### src/rtl/unified_mem_arbiter_if.sv
// Bundle for the unified memory arbiter: IF/MEM request channels, stall outputs
// and the single-ported memory port.
interface unified_mem_arbiter_if #(
  parameter int unsigned ADDR_W = 5,
  parameter int unsigned DATA_W = 32
);
  logic              if_req;
  logic [ADDR_W-1:0] if_addr;
  logic              if_flush;
  logic [DATA_W-1:0] if_rdata;
  logic              if_ready;
  logic              mem_req;
  logic              mem_we;
  logic [ADDR_W-1:0] mem_addr;
  logic [DATA_W-1:0] mem_wdata;
  logic [DATA_W-1:0] mem_rdata;
  logic              mem_ready;
  logic              stall_F;
  logic              stall_M;
  logic              m_en;
  logic              m_we;
  logic [ADDR_W-1:0] m_addr;
  logic [DATA_W-1:0] m_wdata;
  logic [DATA_W-1:0] m_rdata;

  // Arbiter side.
  modport slave (
    input  if_req, if_addr, if_flush, mem_req, mem_we, mem_addr, mem_wdata, m_rdata,
    output if_rdata, if_ready, mem_rdata, mem_ready, stall_F, stall_M,
           m_en, m_we, m_addr, m_wdata
  );

  // Pipeline/memory side.
  modport master (
    output if_req, if_addr, if_flush, mem_req, mem_we, mem_addr, mem_wdata, m_rdata,
    input  if_rdata, if_ready, mem_rdata, mem_ready, stall_F, stall_M,
           m_en, m_we, m_addr, m_wdata
  );
endinterface

### src/rtl/unified_mem_arbiter.sv
// unified_mem_arbiter: shares one fixed-latency memory port between the fetch
// (IF) and memory (MEM) stages. MEM has fixed priority; each access is held for
// MEM_LAT cycles and finishes with a one-cycle ready pulse.
// Optional one-entry fetch buffer enabled by defining MEMARB_IBUF_EN.
module unified_mem_arbiter #(
  parameter int unsigned ADDR_W  = 5,
  parameter int unsigned DATA_W  = 32,
  parameter int unsigned MEM_LAT = 2
) (
  input  logic                 clk,
  input  logic                 reset,
  unified_mem_arbiter_if.slave bus
);
  localparam int unsigned CNT_W = 4;

  typedef enum logic [1:0] {ST_IDLE, ST_BUSY, ST_DONE} state_t;

  state_t            state_q, state_d;
  logic              owner_q, owner_d;   // 1: MEM owns the port, 0: IF
  logic [CNT_W-1:0]  cnt_q, cnt_d;
  logic [ADDR_W-1:0] addr_q, addr_d;
  logic              we_q, we_d;
  logic [DATA_W-1:0] wdata_q, wdata_d;
  logic [DATA_W-1:0] if_rdata_q, if_rdata_d;
  logic [DATA_W-1:0] mem_rdata_q, mem_rdata_d;
  logic              ibuf_hit;

`ifdef MEMARB_IBUF_EN
  logic              ibuf_v_q;
  logic [ADDR_W-1:0] ibuf_a_q;
  logic [DATA_W-1:0] ibuf_d_q;

  assign ibuf_hit = ibuf_v_q && (ibuf_a_q == bus.if_addr);

  // Fetch buffer: fill on unflushed IF completion, drop on a MEM write to the same word.
  always_ff @(posedge clk) begin
    if (reset) begin
      ibuf_v_q <= 1'b0;
      ibuf_a_q <= '0;
      ibuf_d_q <= '0;
    end else if (state_q == ST_DONE) begin
      if (!owner_q && !bus.if_flush) begin
        ibuf_v_q <= 1'b1;
        ibuf_a_q <= addr_q;
        ibuf_d_q <= if_rdata_q;
      end else if (owner_q && we_q && (addr_q == ibuf_a_q)) begin
        ibuf_v_q <= 1'b0;
      end
    end
  end
`else
  assign ibuf_hit = 1'b0;
`endif

  // State and datapath registers.
  always_ff @(posedge clk) begin
    if (reset) begin
      state_q     <= ST_IDLE;
      owner_q     <= 1'b0;
      cnt_q       <= '0;
      addr_q      <= '0;
      we_q        <= 1'b0;
      wdata_q     <= '0;
      if_rdata_q  <= '0;
      mem_rdata_q <= '0;
    end else begin
      state_q     <= state_d;
      owner_q     <= owner_d;
      cnt_q       <= cnt_d;
      addr_q      <= addr_d;
      we_q        <= we_d;
      wdata_q     <= wdata_d;
      if_rdata_q  <= if_rdata_d;
      mem_rdata_q <= mem_rdata_d;
    end
  end

  // Arbitration, latency count and read-data capture.
  always_comb begin
    state_d     = state_q;
    owner_d     = owner_q;
    cnt_d       = cnt_q;
    addr_d      = addr_q;
    we_d        = we_q;
    wdata_d     = wdata_q;
    if_rdata_d  = if_rdata_q;
    mem_rdata_d = mem_rdata_q;
    case (state_q)
      ST_IDLE: begin
        if (bus.mem_req) begin
          owner_d = 1'b1;
          addr_d  = bus.mem_addr;
          we_d    = bus.mem_we;
          wdata_d = bus.mem_wdata;
          cnt_d   = CNT_W'(MEM_LAT - 1);
          state_d = ST_BUSY;
        end else if (bus.if_req) begin
          owner_d = 1'b0;
          addr_d  = bus.if_addr;
          we_d    = 1'b0;
          wdata_d = '0;
          if (ibuf_hit) begin
`ifdef MEMARB_IBUF_EN
            if_rdata_d = ibuf_d_q;
`endif
            state_d = ST_DONE;
          end else begin
            cnt_d   = CNT_W'(MEM_LAT - 1);
            state_d = ST_BUSY;
          end
        end
      end
      ST_BUSY: begin
        if (!owner_q && bus.if_flush) begin
          state_d = ST_IDLE;
        end else if (cnt_q != '0) begin
          cnt_d = cnt_q - CNT_W'(1);
        end else begin
          if (!we_q) begin
            if (owner_q) mem_rdata_d = bus.m_rdata;
            else         if_rdata_d  = bus.m_rdata;
          end
          state_d = ST_DONE;
        end
      end
      ST_DONE: state_d = ST_IDLE;
      default: state_d = ST_IDLE;
    endcase
  end

  // Memory port is driven straight from the latched access while BUSY.
  assign bus.m_en    = (state_q == ST_BUSY);
  assign bus.m_we    = (state_q == ST_BUSY) && we_q;
  assign bus.m_addr  = addr_q;
  assign bus.m_wdata = wdata_q;

  // Ready pulses in DONE; a flush arriving in DONE suppresses the fetch pulse.
  assign bus.if_ready  = (state_q == ST_DONE) && !owner_q && !bus.if_flush;
  assign bus.mem_ready = (state_q == ST_DONE) && owner_q;
  assign bus.if_rdata  = if_rdata_q;
  assign bus.mem_rdata = mem_rdata_q;

  assign bus.stall_F = bus.if_req  && !bus.if_ready;
  assign bus.stall_M = bus.mem_req && !bus.mem_ready;
endmodule

### src/flat_wrapper.sv
// flat-port wrapper written by rule: the top's interface ports become plain ports
module unified_mem_arbiter_flat 
#(
  parameter int unsigned ADDR_W  = 5,
  parameter int unsigned DATA_W  = 32,
  parameter int unsigned MEM_LAT = 2
)
  (clk, reset, bus_if_req, bus_if_addr, bus_if_flush, bus_mem_req, bus_mem_we, bus_mem_addr, bus_mem_wdata, bus_m_rdata, bus_if_rdata, bus_if_ready, bus_mem_rdata, bus_mem_ready, bus_stall_F, bus_stall_M, bus_m_en, bus_m_we, bus_m_addr, bus_m_wdata);
  unified_mem_arbiter_if #(.ADDR_W(ADDR_W), .DATA_W(DATA_W)) bus_i ();
  input  logic clk;
  input  logic reset;
  input wire logic [$bits(bus_i.if_req)-1:0] bus_if_req;
  input wire logic [$bits(bus_i.if_addr)-1:0] bus_if_addr;
  input wire logic [$bits(bus_i.if_flush)-1:0] bus_if_flush;
  input wire logic [$bits(bus_i.mem_req)-1:0] bus_mem_req;
  input wire logic [$bits(bus_i.mem_we)-1:0] bus_mem_we;
  input wire logic [$bits(bus_i.mem_addr)-1:0] bus_mem_addr;
  input wire logic [$bits(bus_i.mem_wdata)-1:0] bus_mem_wdata;
  input wire logic [$bits(bus_i.m_rdata)-1:0] bus_m_rdata;
  output wire logic [$bits(bus_i.if_rdata)-1:0] bus_if_rdata;
  output wire logic [$bits(bus_i.if_ready)-1:0] bus_if_ready;
  output wire logic [$bits(bus_i.mem_rdata)-1:0] bus_mem_rdata;
  output wire logic [$bits(bus_i.mem_ready)-1:0] bus_mem_ready;
  output wire logic [$bits(bus_i.stall_F)-1:0] bus_stall_F;
  output wire logic [$bits(bus_i.stall_M)-1:0] bus_stall_M;
  output wire logic [$bits(bus_i.m_en)-1:0] bus_m_en;
  output wire logic [$bits(bus_i.m_we)-1:0] bus_m_we;
  output wire logic [$bits(bus_i.m_addr)-1:0] bus_m_addr;
  output wire logic [$bits(bus_i.m_wdata)-1:0] bus_m_wdata;
  assign bus_i.if_req = bus_if_req;
  assign bus_i.if_addr = bus_if_addr;
  assign bus_i.if_flush = bus_if_flush;
  assign bus_i.mem_req = bus_mem_req;
  assign bus_i.mem_we = bus_mem_we;
  assign bus_i.mem_addr = bus_mem_addr;
  assign bus_i.mem_wdata = bus_mem_wdata;
  assign bus_i.m_rdata = bus_m_rdata;
  assign bus_if_rdata = bus_i.if_rdata;
  assign bus_if_ready = bus_i.if_ready;
  assign bus_mem_rdata = bus_i.mem_rdata;
  assign bus_mem_ready = bus_i.mem_ready;
  assign bus_stall_F = bus_i.stall_F;
  assign bus_stall_M = bus_i.stall_M;
  assign bus_m_en = bus_i.m_en;
  assign bus_m_we = bus_i.m_we;
  assign bus_m_addr = bus_i.m_addr;
  assign bus_m_wdata = bus_i.m_wdata;
  unified_mem_arbiter #(.ADDR_W(ADDR_W), .DATA_W(DATA_W), .MEM_LAT(MEM_LAT)) u_core (.clk(clk), .reset(reset), .bus(bus_i));
endmodule
### config.mk
export PLATFORM = sky130hd
export DESIGN_NAME = unified_mem_arbiter_flat
export DESIGN_NICKNAME = d
export VERILOG_FILES = /design/src/rtl/unified_mem_arbiter_if.sv /design/src/rtl/unified_mem_arbiter.sv /design/src/flat_wrapper.sv
export SDC_FILE = /design/constraint.sdc
export NUM_CORES = 1
export LEC_CHECK = 0
export CORE_MARGIN = 2
export CORE_UTILIZATION = 42
export DETAILED_ROUTE_END_ITERATION = 8
export PLACE_DENSITY_LB_ADDON = 0.25
export SYNTH_ARGS = -nofsm -noshare
export SYNTH_HDL_FRONTEND = slang
export SYNTH_SLANG_ARGS = --single-unit
### constraint.sdc
create_clock -name clk -period 1.98 [get_ports clk]
set_clock_uncertainty 0.1 [all_clocks]
set_input_delay 0.297 -clock clk [delete_from_list [all_inputs] [get_ports clk]]
set_output_delay 0.297 -clock clk [all_outputs]
set_load 0.01 [all_outputs]
==> results.md <==
- Hold slack: 0.362 ns
- Largest net degree at the start of global routing: 48
- Sequential-to-total area share from yosys stat: around 50%
- Asr flop ratio synth: 0%
- Initial DRT Pass Iterations: 4
- Post-Syn Area: 4280 µm²
- Antenna cells: 0
- Library cells used by synthesis: 36
- Flop2flop setup slack: roughly 0.13 ns
- Max layer used: met4
- Clock Tree Root: clkbuf_8
- CTS Sinks: ~110
- Congestion Overflow GR: 0
- Mapped Nets: approximately 550
- Final number of hold-violating endpoints: 0
- Post-DP HPWL: 8250 µm
- Average cell area after synthesis: approximately 9 µm²
- Area of the multi-input gates: approximately 1900 µm²
- Max FO, Critical Path: 11
- Number of port buffers: around 190
- Total GRT Usage: 20.6%
- Via Count: about 4000
- Post-Synthesis Cells: 464
- Max Clk Rate: between 500 and 600 MHz
- Status: finished, final reports clean
- Max Root-Sink Buffers: 2
- Num CTS Buffers: 9
- Critical R2R Launch: u_core.cnt_q[0]
- Total power draw: around 4.7 mW
- Reg2Reg Depth: 6
- CP Data Required Time: roughly 2.2 ns
- Max-cap violation count: 0
- Slew Limit Fails: 0
- Detail Route met3 WL: around 770 µm
- TritonCTS clock tree: yes
- Cell area after placement: approximately 6300 µm²
- Top cell type's share of synthesized area: around half
- FF-to-FF End: u_core.bus.mem_rdata[31]
- Yosys reg bits: around 110
- Place WS: -0.0805 ns
- # DRC: 0
- Final wirelength: approximately 12000 µm
- Final setup viols: 0
- Detail Route met2 WL: between 5000 and 6000 µm
- Crit path kind: reg2reg
- First-pass GRT wire length: around 19000 µm
- Design Area, Final: 6620 µm²
- Final GP Congestion: between 0.7 and 0.8
- Initial Util: a little over two fifths
- Relative max-transition margin: about three quarters
- DRT iter0 DRCs: 110
- CTS clk-pin slew, worst paths: about 0.090 ns
- Pwr dens: between 700 and 800 nW/µm²
- Final Cycle Share: about 94%
- Worst vdd ir: ~0.0004 V
- Avg WL per Cell: 14.8 µm
- DRT antenna net count: 0
- Top cells by area, synth: dfxtp_1 (51%), mux2i_1 (16%), nand2_1 (11%)
- Synth warnings: 0
- Die area: 11000 µm²
- Smallest setup slack after layout: around 0.13 ns
- Placed cells: 768
- Worst setup SP type: flip-flop
- Share of cells above drive strength 1: slightly below 8%
- Row cnt: 36
- # nets final: 733
- Main flop type after synthesis: dfxtp_1
- Clock latency at the later pin of the worst-skew pair: between 0.3 and 0.4 ns
- Layout fillers: ~850
- Reg area: about 2200 µm²
- DRT met1 WL: around 5000 µm
- Area grow syn2layout: 54.6%
- Die width: 105 µm
- Worst setup EP type: flip-flop
- H-tree depth: 3
- Hold-critical path depth: 2
- Non-filler cells, final: 788
- Worst hold path startpoint: u_core.bus.mem_rdata[0]
- Via/cell ratio: about 5.0
- Leading area contributor after synthesis: dfxtp_1
- Hold buffers post-CTS: 0
- Vias in the first global route: 3864
- Initial antenna violation count: 0
- WP data arrival: approximately 2 ns
- I/O pins: about 190
- Leak Pwr: between 2 and 3 nW
- EDFF count, synth: 0
- Worst slew pin tran: around 0.39 ns
- Min Tclk post-route: between 1.5 and 2 ns
- Die Ht: between 100 and 150 µm
- Hold worst-path end: u_core.bus.mem_rdata[0]
- HP Class: reg2reg
- Floorplan core area: between 9000 and 10000 µm²
-- per-stage QoR --
step / setup TNS, ns / utilization (%)
floorplan: 0 / -
detailed placement: -0.141 / 64.6
CTS: 0 / 66.9
global route: -0.0157 / 67.5
finish: 0 / 67.5
global placement: -0.0993 / 64.6
-- Yosys cell counts (all sizes together) (2+ instances only) --
library cell	number
and4	2
dfxtp	109
nor2	8
nor3	2
o41ai	2
a211oi	5
o21ai	34
or2	2
nand2	131
nor3b	2
nor2b	3
ha	2
nor4b	2
inv	5
nand4	2
mux2i	69
clkbuf	25
a21oi	40
buf	9
-- state kept, by name, indices dropped and copies added, names as in the netlist --
signal                cells
u_core.bus.if_rdata      32
u_core.bus.m_addr         5
u_core.bus.m_wdata       32
u_core.bus.mem_rdata     32
u_core.cnt_q              4
u_core.owner_q            1
u_core.state_q            2
u_core.we_q               1
-- repair_timing --
| item | in CTS | in global routing |
|---|---|---|
| pin swaps | 1 | 1 |
| setup buffers | 0 | 5 |
| gates resized for setup | 10 | 0 |
| endpoints found under the setup margin | 6 | 19 |
-- worst max-delay path, cell delays in order, from the launching register on --
cell and delay, ns:
dfxtp_1 0.33, inv_1 0.12, ha_1 0.19, nor3b_4 0.33, and4_4 0.34, buf_12 0.16, mux2i_1 0.21
-- area by class of cell --
class,count,share of cell area (%)
Sequential cell,109,33.0
Timing Repair Buffer,210,32.0
Multi-Input combinational cell,316,28.8
Tap cell,133,2.51
Clock buffer,12,2.34
Clock inverter,3,1.04
Inverter,5,0.283
-- cells in the final DEF, fill, tap and decap left out, types with 2 or more instances in the layout --
master,count
a211oi_1,5
a21oi_1,40
buf_12,7
buf_4,17
bufinv_16,2
clkbuf_8,11
clkdlybuf4s50_1,180
dfxtp_1,107
dfxtp_2,2
dlygate4sd2_1,6
ha_1,2
inv_1,3
inv_2,2
mux2i_1,69
nand2_1,131
nor2_1,7
nor2b_1,3
nor3_1,2
nor3b_4,2
o21ai_0,34
o41ai_1,2
-- worst max path at each step --
stage / to / cells past startpoint / start / slack, ns
finish: u_core.bus.mem_rdata[31] / 6 / u_core.cnt_q[0] / 0.13
global route: u_core.bus.mem_rdata[28] / 6 / u_core.cnt_q[0] / -0.007
CTS: u_core.bus.mem_rdata[31] / 5 / u_core.cnt_q[0] / 0.05
detailed placement: bus_if_ready / 3 / bus_if_flush / -0.08
global placement: bus_if_ready / 3 / bus_if_flush / -0.07
floorplan: u_core.bus.mem_rdata[21] / 7 / u_core.cnt_q[0] / 0.23
-- power by group --
| group | switching (mW) | total (mW) | leakage [nW] | internal, mW |
|---|---|---|---|---|
| Combinational | 0.397 | 0.885 | 1.64 | 0.488 |
| Sequential | 0.0620 | 2.36 | 0.887 | 2.30 |
| Clock | 0.720 | 1.50 | 0.113 | 0.779 |
| Total | 1.18 | 4.74 | 2.64 | 3.57 |
-- metal layers --
metal / up-vias / GRT usage (%)
li1: 1947 / -
met1: 1829 / 24.3
met2: 125 / 36.1
met3: 14 / 5.24
met4: 0 / 7.43
met5: - / 0
-- cell families (layout without fill, tap and decap cells) --
family,Yosys count,after routing,share of synthesized area (%)
compound gates,85,85,11.1
buf+inv,39,230,4.94
fa+ha+maj,2,2,0.584
mux,70,70,16.4
simple gates,159,159,16.1
flops,109,109,50.9
(Power assumes the default switching activity.)
